**src/rtl/vgalcd_pkg.sv**
```systemverilog
// Shared types and helpers for the vgalcd pixel unpacker: pixel formats,
// FSM states, bits-per-pixel / pixels-per-word lookup and RGB888 expansion.
package vgalcd_pkg;

  typedef enum logic [2:0] {
    MODE_RGB332   = 3'd0,
    MODE_RGB444   = 3'd1,
    MODE_RGB555   = 3'd2,
    MODE_RGB565   = 3'd3,
    MODE_XRGB8888 = 3'd4
  } vgalcd_mode_e;

  typedef enum logic [2:0] {
    ST_IDLE      = 3'd0,
    ST_PREFILL   = 3'd1,
    ST_SYNC      = 3'd2,
    ST_ACTIVE    = 3'd3,
    ST_UNDERFLOW = 3'd4
  } vgalcd_unpack_state_e;

  typedef struct packed {
    logic [7:0] r;
    logic [7:0] g;
    logic [7:0] b;
  } vgalcd_rgb_t;

  // log2 of bits per pixel; reserved modes unpack as 32 bpp and render black
  function automatic int unsigned bpp_log2(input vgalcd_mode_e mode);
    case (mode)
      MODE_RGB332:                          return 32'd3;
      MODE_RGB444, MODE_RGB555, MODE_RGB565: return 32'd4;
      default:                              return 32'd5;
    endcase
  endfunction

  // Pixels per bus word for a given format
  function automatic int unsigned ppw(input vgalcd_mode_e mode, input int unsigned data_width);
    return data_width >> bpp_log2(mode);
  endfunction

  function automatic logic [7:0] exp2(input logic [1:0] v);
    return {4{v}};
  endfunction

  function automatic logic [7:0] exp3(input logic [2:0] v);
    return {v, v, v[2:1]};
  endfunction

  function automatic logic [7:0] exp4(input logic [3:0] v);
    return {v, v};
  endfunction

  function automatic logic [7:0] exp5(input logic [4:0] v);
    return {v, v[4:2]};
  endfunction

  function automatic logic [7:0] exp6(input logic [5:0] v);
    return {v, v[5:4]};
  endfunction

  // Expand one raw pixel (right-aligned) to RGB888 by MSB replication
  function automatic vgalcd_rgb_t expand_pixel(input vgalcd_mode_e mode, input logic [23:0] pix);
    vgalcd_rgb_t rgb;
    rgb = '0;
    case (mode)
      MODE_RGB332: begin
        rgb.r = exp3(pix[7:5]);
        rgb.g = exp3(pix[4:2]);
        rgb.b = exp2(pix[1:0]);
      end
      MODE_RGB444: begin
        rgb.r = exp4(pix[11:8]);
        rgb.g = exp4(pix[7:4]);
        rgb.b = exp4(pix[3:0]);
      end
      MODE_RGB555: begin
        rgb.r = exp5(pix[14:10]);
        rgb.g = exp5(pix[9:5]);
        rgb.b = exp5(pix[4:0]);
      end
      MODE_RGB565: begin
        rgb.r = exp5(pix[15:11]);
        rgb.g = exp6(pix[10:5]);
        rgb.b = exp5(pix[4:0]);
      end
      MODE_XRGB8888: begin
        rgb.r = pix[23:16];
        rgb.g = pix[15:8];
        rgb.b = pix[7:0];
      end
      default: rgb = '0;
    endcase
    return rgb;
  endfunction

endpackage

```
**src/rtl/vgalcd_unpack_fifo.sv**
```systemverilog
// Synchronous word FIFO with flush and occupancy output. Head word is
// presented combinationally; push and pop in the same cycle at full both
// succeed because the slot being written is the one being read out.
module vgalcd_unpack_fifo #(
  parameter int unsigned DATA_WIDTH = 64,
  parameter int unsigned DEPTH      = 16
) (
  input  logic                       clk_i,
  input  logic                       rst_n_i,
  input  logic                       flush_i,
  input  logic                       push_i,
  input  logic                       pop_i,
  input  logic [DATA_WIDTH-1:0]      wdata_i,
  output logic [DATA_WIDTH-1:0]      head_c,
  output logic                       empty_c,
  output logic                       full_c,
  output logic [$clog2(DEPTH):0]     level_o
);

  localparam int unsigned AW    = $clog2(DEPTH);
  localparam int unsigned LVL_W = AW + 1;

  logic [DATA_WIDTH-1:0] mem [DEPTH];
  logic [AW-1:0]         wr_ptr;
  logic [AW-1:0]         rd_ptr;
  logic                  push_ok;
  logic                  pop_ok;

  // Status flags and qualified push/pop
  always_comb begin
    empty_c = (level_o == '0);
    full_c  = (level_o == LVL_W'(DEPTH));
    pop_ok  = pop_i && !flush_i && !empty_c;
    push_ok = push_i && !flush_i && (!full_c || pop_ok);
    head_c  = mem[rd_ptr];
  end

  // Storage array
  always_ff @(posedge clk_i or negedge rst_n_i) begin
    if (!rst_n_i) begin
      for (int unsigned i = 0; i < DEPTH; i++) mem[i] <= '0;
    end else if (push_ok) begin
      mem[wr_ptr] <= wdata_i;
    end
  end

  // Pointers and occupancy
  always_ff @(posedge clk_i or negedge rst_n_i) begin
    if (!rst_n_i) begin
      wr_ptr  <= '0;
      rd_ptr  <= '0;
      level_o <= '0;
    end else if (flush_i) begin
      wr_ptr  <= '0;
      rd_ptr  <= '0;
      level_o <= '0;
    end else begin
      if (push_ok) wr_ptr <= wr_ptr + AW'(1);
      if (pop_ok)  rd_ptr <= rd_ptr + AW'(1);
      case ({push_ok, pop_ok})
        2'b10:   level_o <= level_o + LVL_W'(1);
        2'b01:   level_o <= level_o - LVL_W'(1);
        default: level_o <= level_o;
      endcase
    end
  end

endmodule

```
**src/rtl/vgalcd_pixel_unpack.sv**
```systemverilog
// vgalcd pixel-stream front end: buffers DMA words, unpacks 8/16/32-bpp
// pixels on each pixel-clock strobe and expands them to RGB888. Underflow
// drops the rest of the frame and resynchronises at the next frame end.
// Optional: define VGALCD_FILL_COLOR_EN to add fill_rgb_i, shown in place of
// black for active-area pixels while in SYNC or UNDERFLOW.
module vgalcd_pixel_unpack
  import vgalcd_pkg::*;
#(
  parameter int unsigned DATA_WIDTH  = 64,
  parameter int unsigned FIFO_DEPTH  = 16,
  parameter int unsigned PREFILL_LVL = 8
) (
  input  logic                          clk_i,
  input  logic                          rst_n_i,
  input  logic                          en_i,
  input  logic [2:0]                    mode_i,
  input  logic                          pclk_en_i,
  input  logic                          de_i,
  input  logic                          vend_i,
  input  logic                          pixel_valid_i,
  output logic                          pixel_ready_o,
  input  logic [DATA_WIDTH-1:0]         pixel_data_i,
`ifdef VGALCD_FILL_COLOR_EN
  input  logic [23:0]                   fill_rgb_i,
`endif
  output logic [7:0]                    r_o,
  output logic [7:0]                    g_o,
  output logic [7:0]                    b_o,
  output logic                          de_o,
  output logic [$clog2(FIFO_DEPTH):0]   level_o,
  output logic                          underflow_o,
  input  logic                          underflow_clr_i
);

  localparam int unsigned IDX_W = $clog2(DATA_WIDTH / 8);
  localparam int unsigned SH_W  = $clog2(DATA_WIDTH);
  localparam int unsigned LVL_W = $clog2(FIFO_DEPTH) + 1;

  vgalcd_unpack_state_e  state;
  vgalcd_mode_e          frame_mode;
  logic [DATA_WIDTH-1:0] cur_word;
  logic [IDX_W-1:0]      idx;

  logic [DATA_WIDTH-1:0] fifo_head;
  logic                  fifo_empty;
  logic                  fifo_full;

  logic                  strobe_c;
  logic                  last_pix_c;
  logic                  word_req_c;
  logic                  pop_c;
  logic                  push_c;
  logic                  flush_c;
  logic                  underflow_set_c;
  logic [SH_W-1:0]       shamt_c;
  logic [23:0]           pix_c;
  vgalcd_rgb_t           rgb_c;
  vgalcd_rgb_t           out_rgb_c;

  vgalcd_unpack_fifo #(
    .DATA_WIDTH (DATA_WIDTH),
    .DEPTH      (FIFO_DEPTH)
  ) u_fifo (
    .clk_i   (clk_i),
    .rst_n_i (rst_n_i),
    .flush_i (flush_c),
    .push_i  (push_c),
    .pop_i   (pop_c),
    .wdata_i (pixel_data_i),
    .head_c  (fifo_head),
    .empty_c (fifo_empty),
    .full_c  (fifo_full),
    .level_o (level_o)
  );

  // Word fetch, underflow detection and DMA handshake
  always_comb begin
    strobe_c   = (state == ST_ACTIVE) && pclk_en_i && de_i;
    last_pix_c = (idx == IDX_W'(ppw(frame_mode, DATA_WIDTH) - 32'd1));
    word_req_c = 1'b0;
    if (state == ST_SYNC && vend_i) word_req_c = 1'b1;
    if (state == ST_ACTIVE && (vend_i || (strobe_c && last_pix_c))) word_req_c = 1'b1;
    pop_c           = en_i && word_req_c && !fifo_empty;
    underflow_set_c = en_i && strobe_c && !vend_i && last_pix_c && fifo_empty;
    flush_c         = !en_i || (state == ST_UNDERFLOW);
    pixel_ready_o   = en_i && ((state == ST_UNDERFLOW) || !fifo_full || pop_c);
    push_c          = pixel_valid_i && pixel_ready_o && !flush_c;
  end

  // Current pixel extraction and the colour to present on the next strobe
  always_comb begin
    shamt_c   = SH_W'(32'(idx) << bpp_log2(frame_mode));
    pix_c     = 24'(cur_word >> shamt_c);
    rgb_c     = expand_pixel(frame_mode, pix_c);
    out_rgb_c = '0;
    if (de_i) begin
      if (state == ST_ACTIVE && en_i) begin
        out_rgb_c = rgb_c;
      end
`ifdef VGALCD_FILL_COLOR_EN
      else if (state == ST_UNDERFLOW || state == ST_SYNC) begin
        out_rgb_c = vgalcd_rgb_t'(fill_rgb_i);
      end
`endif
    end
  end

  // Control FSM, unpack state and registered outputs
  always_ff @(posedge clk_i or negedge rst_n_i) begin
    if (!rst_n_i) begin
      state       <= ST_IDLE;
      frame_mode  <= MODE_RGB332;
      cur_word    <= '0;
      idx         <= '0;
      r_o         <= '0;
      g_o         <= '0;
      b_o         <= '0;
      de_o        <= 1'b0;
      underflow_o <= 1'b0;
    end else begin
      if (pclk_en_i) begin
        r_o  <= out_rgb_c.r;
        g_o  <= out_rgb_c.g;
        b_o  <= out_rgb_c.b;
        de_o <= de_i;
      end

      if (underflow_set_c)      underflow_o <= 1'b1;
      else if (underflow_clr_i) underflow_o <= 1'b0;

      if (!en_i) begin
        state <= ST_IDLE;
        idx   <= '0;
      end else begin
        case (state)
          ST_IDLE: state <= ST_PREFILL;
          ST_PREFILL: begin
            if (level_o >= LVL_W'(PREFILL_LVL)) state <= ST_SYNC;
          end
          ST_SYNC: begin
            if (vend_i) begin
              cur_word   <= fifo_head;
              frame_mode <= vgalcd_mode_e'(mode_i);
              idx        <= '0;
              state      <= ST_ACTIVE;
            end
          end
          ST_ACTIVE: begin
            if (vend_i) begin
              idx        <= '0;
              frame_mode <= vgalcd_mode_e'(mode_i);
              if (fifo_empty) state <= ST_PREFILL;
              else            cur_word <= fifo_head;
            end else if (strobe_c) begin
              if (last_pix_c) begin
                idx <= '0;
                if (fifo_empty) state <= ST_UNDERFLOW;
                else            cur_word <= fifo_head;
              end else begin
                idx <= idx + IDX_W'(1);
              end
            end
          end
          ST_UNDERFLOW: begin
            if (vend_i) state <= ST_PREFILL;
          end
          default: state <= ST_IDLE;
        endcase
      end
    end
  end

endmodule

```
**config.mk**
```make
export PLATFORM = sky130hd
export DESIGN_NAME = vgalcd_pixel_unpack
export DESIGN_NICKNAME = d
export VERILOG_FILES = /design/src/rtl/vgalcd_pkg.sv /design/src/rtl/vgalcd_unpack_fifo.sv /design/src/rtl/vgalcd_pixel_unpack.sv
export SDC_FILE = /design/constraint.sdc
export NUM_CORES = 2
export LEC_CHECK = 0
export ABC_AREA = 1
export BUFFER_PORTS_ARGS = -buffer_cell sky130_fd_sc_hd__buf_2
export CORE_MARGIN = 2
export CORE_UTILIZATION = 30
export DETAILED_ROUTE_END_ITERATION = 8
export GPL_ROUTABILITY_DRIVEN = 0
export GPL_TIMING_DRIVEN = 0
export SETUP_SLACK_MARGIN = 0.15
export SLEW_MARGIN = 20
export SYNTH_ARGS = -nofsm -noshare
export SYNTH_HDL_FRONTEND = slang
export SYNTH_HIERARCHICAL = 1
export SYNTH_SLANG_ARGS = --single-unit
```
**constraint.sdc**
```tcl
create_clock -name clk_i -period 9.3 [get_ports clk_i]
set_input_delay 1.86 -clock clk_i [delete_from_list [all_inputs] [get_ports clk_i]]
set_output_delay 1.86 -clock clk_i [all_outputs]
set_load 0.005 [all_outputs]
```
### Word level (Yosys, flattened, before mapping)

Index checks and enable logic that the tools add are counted.
Widths: inputs -> output; s select.

| word-level totals | value |
|---|---|
| register bits after elaboration | 1136 |
| bits of input ports | 75 |
| output and inout bits | 32 |

| cells by class | value |
|---|---|
| muxes and demuxes | 42 |
| order comparisons | 4 |
| reductions and logical operators | 44 |
| equality and inequality tests | 22 |
| shift-type cells | 3 |
| bitwise gates (word level) | 2 |
| $add $sub $neg | 6 |

Operators by type and width:

| cell | count |
|---|---|
| $bwmux 1024 | 1 |
| $mux 64 | 8 |
| $bmux 64 s4 | 1 |
| $demux 64 s4 | 1 |
| $pmux 64 s2 | 1 |
| $pmux 24 s5 | 1 |
| $shr 64x6->24 | 1 |
| $mux 24 | 2 |
| $mux 3 | 14 |
| $shl 3x32->6 | 1 |
| $logic_and 1x1->1 | 20 |
| $ne 3x3->1 const B | 6 |
| $mux 4 | 4 |
| $pmux 3 s5 | 1 |
| $eq 3x2->1 const B | 4 |
| $pmux 3 s2 | 2 |
| $ge 5x5->1 const B | 2 |
| $not 4->5 | 2 |
| $pmux 5 s2 | 1 |
| $add 4x1->4 const B | 2 |
| $ne 4x4->1 const B | 2 |
| $reduce_bool 2->1 | 4 |
| $shr 7x3->3 const A | 1 |
| $eq 3x1->1 const B | 2 |
| other kinds (25) | 39 |

### Depth between registers and ports, before layout

| depth | value |
|---|---|
| word-level depth | 21 |
| depth in mapped cells | 24 |
| depth with buffers taken out | 24 |

### Hierarchy

The synthesis kept the hierarchy.

Modules (own cells, without submodules):

| module | times used | area each (um^2) | seq. area each (um^2) | cells each |
|---|---|---|---|---|
| vgalcd_unpack_fifo | 1 | 48126.2 | 25949.9 | 5286 |
| vgalcd_pixel_unpack | 1 | 6108.4 | 2477.4 | 914 |

### Least setup slack after synthesis

No wires, ideal clock.

| timing | value |
|---|---|
| kind | input to output |
| start point | input pclk_en_i |
| end point | output pixel_ready_o |
| stages on the path | 5 |
| data arrival time | 2.612 ns |
| data required time | 7.440 ns |
| setup slack | 4.828 ns |
| cell sequence | nand2_1 > nor2_1 > a21oi_1 > or3_1 > a31oi_1 |

| between the ends | value |
|---|---|
| word-level cells in the longest chain between the ends | 10 |

RTL lines:

| element | RTL line | source |
|---|---|---|
| start, declared | vgalcd_pixel_unpack.sv:17 | `input logic pclk_en_i,` |
| $logic_and 1x1->1 (2 in a row) | vgalcd_pixel_unpack.sv:78 | `strobe_c = (state == ST_ACTIVE) && pclk_en_i && de_i;` |
| $logic_and 1x1->1 | vgalcd_pixel_unpack.sv:82 | `if (state == ST_ACTIVE && (vend_i \|\| (strobe_c && last_pix_c))) word_req_c = 1'b1;` |
| $logic_or 1x1->1 | vgalcd_pixel_unpack.sv:82 |  |
| $logic_and 1x1->1 | vgalcd_pixel_unpack.sv:82 |  |
| $mux 1 | vgalcd_pixel_unpack.sv:82 |  |
| $logic_and 1x1->1 (2 in a row) | vgalcd_pixel_unpack.sv:83 | `pop_c = en_i && word_req_c && !fifo_empty;` |
| $logic_or 1x1->1 | vgalcd_pixel_unpack.sv:86 | `pixel_ready_o = en_i && ((state == ST_UNDERFLOW) \|\| !fifo_full \|\| pop_c);` |
| $logic_and 1x1->1 | vgalcd_pixel_unpack.sv:86 |  |
| end, declared | vgalcd_pixel_unpack.sv:21 | `output logic pixel_ready_o,` |

No other way between the ends.

### Worst setup path in the final report

| timing | value |
|---|---|
| start point | register frame_mode[0] |
| end point | output pixel_ready_o |

| between the ends | value |
|---|---|
| word-level cells in the longest chain between the ends | 14 |
| elaborated cells on any way between the ends | 17 |
| classes of those cells | 1 x add/sub; 4 x eq/ne; 1 x shift; 2 x mux; 9 x reduce/logical |

RTL lines:

| element | RTL line | source |
|---|---|---|
| start, declared | vgalcd_pixel_unpack.sv:40 | `vgalcd_mode_e frame_mode;` |
| start signal, assigned | vgalcd_pixel_unpack.sv:143 | `frame_mode <= vgalcd_mode_e'(mode_i);` |
| start signal, assigned | vgalcd_pixel_unpack.sv:151 | `frame_mode <= vgalcd_mode_e'(mode_i);` |
| $eq 3x2->1 / $eq 3x1->1 (equally long branches) | vgalcd_pkg.sv:29 | `case (mode)` |
| $reduce_or 3->1 | vgalcd_pkg.sv:29 |  |
| $pmux 3 s2 (*) | vgalcd_pkg.sv:29 |  |
| $shr 7x3->3 (*) | vgalcd_pkg.sv:38 | `return data_width >> bpp_log2(mode);` |
| $sub 3x1->3 (*) | vgalcd_pixel_unpack.sv:79 | `last_pix_c = (idx == IDX_W'(ppw(frame_mode, DATA_WIDTH) - 32'd1));` |
| $eq 3x3->1 (*) | vgalcd_pixel_unpack.sv:79 |  |
| $logic_and 1x1->1 (*) | vgalcd_pixel_unpack.sv:82 |  |
| $logic_or 1x1->1 (*) | vgalcd_pixel_unpack.sv:82 |  |
| $logic_and 1x1->1 (*) | vgalcd_pixel_unpack.sv:82 |  |
| $mux 1 (*) | vgalcd_pixel_unpack.sv:82 |  |
| $logic_and 1x1->1 (*) (2 in a row) | vgalcd_pixel_unpack.sv:83 |  |
| $logic_or 1x1->1 (*) | vgalcd_pixel_unpack.sv:86 |  |
| $logic_and 1x1->1 (*) | vgalcd_pixel_unpack.sv:86 |  |

Every way passes the cells marked *; elsewhere a longest branch is shown, timed or not.

==> impl_metrics.tcl <==
set metrics [dict create \
    status "completed" \
    worst_pin_slew_ps 1320 \
    finalSetupViolations 0 \
    final_util 0.346 \
    grt_pass1_vias 47277 \
    syn_area_um2 54200 \
    regArea_um2 28400 \
    holdBufCountCts 0 \
    ios 107 \
    rsz0062_at_grt "no" \
    seq_area_frac_synth 0.524 \
    grt.total_usage 0.245 \
    r2r_slack_ps 5390 \
    vias_per_cell 5.53 \
    grt_use_met2 0.358 \
    postCtsSetupBuffers 0 \
    hpwlAfterDp_um 163000 \
    cts_tree "done" \
    maxSlewViolCount 0 \
    synth_edf_count 0 \
    worstPathCellList "nor2_4 -> nand2_4 -> inv_2 -> ha_1 -> nor2_1 -> nand3_1 -> inv_1 -> a21oi_1 -> or3_1 -> a31oi_1 -> buf_2" \
    clock_power_share 0.318 \
    max_stage_delay_ps 430 \
    async_reset_ff_frac 1.00 \
    p_leak_nw 28.4 \
    antenna_found_initial 14 \
    p_total_w 0.0157 \
    cts-root-buf "clkbuf_16" \
    clock_sinks 1136 \
    initial_core_util 0.301 \
    fill_cells 18556 \
    hold_violations 0 \
    ys_seq_elements 1136 \
    powerDensity_nw_per_um2 252 \
    grt-busiest-layer "met2" \
    dieArea_um2 184000 \
    worst_hold_slack_ps 468 \
    worstSkewPairLatency_ps 790 \
    drtIter0Drc 6967 \
    htreeDepth 3 \
    internal-power_w 0.00960 \
    die_h_um 429 \
    syn_to_final_growth_pct 14.8 \
    synth_cell_types 43 \
    multi_input_area_um2 21300 \
    ant_nets 0 \
    cap_violations 0 \
    hold_class "reg -> reg" \
    synth_top_area_cell "dfrtp_1" \
    p_switching_w 0.00611 \
    setup_tns_ps 0 \
    final.period_utilization 0.532 \
    num_vias 49330 \
    drtPass1Iterations 9 \
    synth_top_area_frac 0.524 \
    cts-resized-gates 0 \
    row_count 156 \
    drc 0 \
    synth_ff_type "dfrtp_1" \
    seq_power_share 0.378 \
    crit_required_ps 7440 \
    port_buffers 106 \
    path_class "reg -> out" \
    path_max_fanout 10 \
    ys_warn_count 6 \
    core_area_um2 180000 \
    crit_path_top_delay_cell "dfrtp_1" \
    met3_usage 0.0880 \
    clkTransAtPathRegs_ps 60 \
    synthTopCellsByArea "dfrtp_1 (52%), nand2_1 (12%), o21ai_1 (7.2%), o21ai_2 (4.5%), buf_6 (3.7%)" \
    drt_wl_total_um 231000 \
    grt_first_pass_wirelength_um 332000 \
    grt-ovfl-total 0 \
    drive_above_1_share 0.156 \
    fmax_ghz 0.202 \
    max_slew_margin 0.121 \
    pre_cts_slack_ps 4400 \
    syn_avg_cell_area_um2 8.75 \
    clock_skew_ps 66.2 \
    wl_per_cell_um 25.9 \
    vdd.ir_drop.worst_v 0.000212 \
    grt_max_degree 141 \
    die_w_um 429 \
    p_sw_frac 0.389 \
    end_kind "output pin" \
    syn_nets 6284 \
    combPwrFrac 0.304 \
    numCtsBuffers 121 \
    fin_crit_ps 4950 \
    ctsLongestPathBuffers 3 \
    num-nets-final 6530 \
    critPathArrivalTime_ps 3090 \
    startpoint_type "register" \
    finalWorstSetupSlack_ps 4350 \
    synth_cells 6200 \
    met1_usage 0.308 \
]
[Yosys cell counts, types with 20 or more instances]
master and n:
nand2_1 1746, dfrtp_1 1136, o21ai_1 779, o21ai_0 377, nor2_1 344, nand3_1 280
o21ai_2 278, a21oi_1 218, clkbuf_1 203, buf_6 178, inv_1 173, buf_2 83
o22ai_1 79, a221oi_1 76, buf_4 44, nand4_1 39, o221ai_1 31, o221a_2 20
[routing by layer]
metal  vias up  wire length (um)
met1     24212             87800
met5         -               118
met3       710             28500
met2      2987             97800
met4        18             16700
li1      21403                 -
[power groups by stage]
stage	registers [W]	logic, W	clock network, W
after floorplan	0.00590	0.00242	0
after global placement	0.00601	0.00445	0
after detailed placement	0.00601	0.00450	0
after CTS	0.00593	0.00451	0.00505
after global routing	0.00601	0.00500	0.00526
final	0.00595	0.00477	0.00500
[stage by stage]
stage | instance area (um^2) | std cells
2_1_floorplan | 54200 | 6200
3_3_place_gp | 57700 | 8676
3_5_place_dp | 58200 | 8692
4_1_cts | 62200 | 8912
5_1_grt | 62300 | 8913
6_report | 62300 | 8921
[flip-flops by register name, indices dropped and copies added (netlist names)]
signal          cells
frame_mode          3
cur_word           64
u_fifo/wr_ptr       4
de_o                1
u_fifo/level_o      5
state               3
b_o                 8
underflow_o         1
g_o                 8
idx                 3
u_fifo/rd_ptr       4
u_fifo/mem       1024
r_o                 8
[kinds of logic (layout without fill, tap and decap cells)]
family                     count (synthesis)  after routing  share of synthesized area
adders and majority gates                  9              9                    0.00208
DFF                                     1136           1136                      0.524
buffers and inverters                    719           1062                     0.0829
other                                      0              8                          0
and+or+nand+nor                         2467           2467                      0.187
AOI/OAI and AO/OA                       1869           1869                      0.204
[cell type report]
cell class                 count  share of cell area
clock inverter                36             0.00729
clock buffer                 184              0.0584
inverter                     191              0.0116
tap                         2370              0.0476
timing repair buffer         123              0.0152
buffer                       528              0.0610
multi-input combinational   4345               0.342
sequential                  1136               0.456
antenna                        8            0.000321
[cells in the final DEF (no fill, tap or decap), drive strengths merged, types with 2 or more instances in the layout]
master	count
nor3	5
nand2	1764
a221oi	76
o221ai	31
or2	2
nand3	286
o22ai	79
clkinvlp	3
nor2	351
o211ai	6
diode	8
clkbuf	388
dfrtp	1136
bufinv	7
a21oi	219
buf	447
nand3b	2
nand4	55
ha	9
clkinv	25
inv	192
o21ai	1434
o221a	20
[critical path: cells and delay by family, from the launching register on]
kind	cells	cell delay, ps
adder cells (fa/ha/maj)	1	270
AO/OA/AOI/OAI	2	260
AND/OR/NAND/NOR	5	960
flip-flops	1	430
buffers and inverters	3	430
[worst paths after layout]
path / depth (start not counted) / from / end
worst min-delay path: 2 / de_o / de_o
min in group asynchronous: 1 / rst_n_i / u_fifo/level_o[0]
worst max register to register: 9 / u_fifo/rd_ptr[0] / cur_word[45]
worst min register to register: 2 / de_o / de_o
worst max-delay path: 11 / frame_mode[0] / pixel_ready_o
max in group asynchronous: 5 / rst_n_i / u_fifo/mem[154]
(Power assumes the default switching activity.)
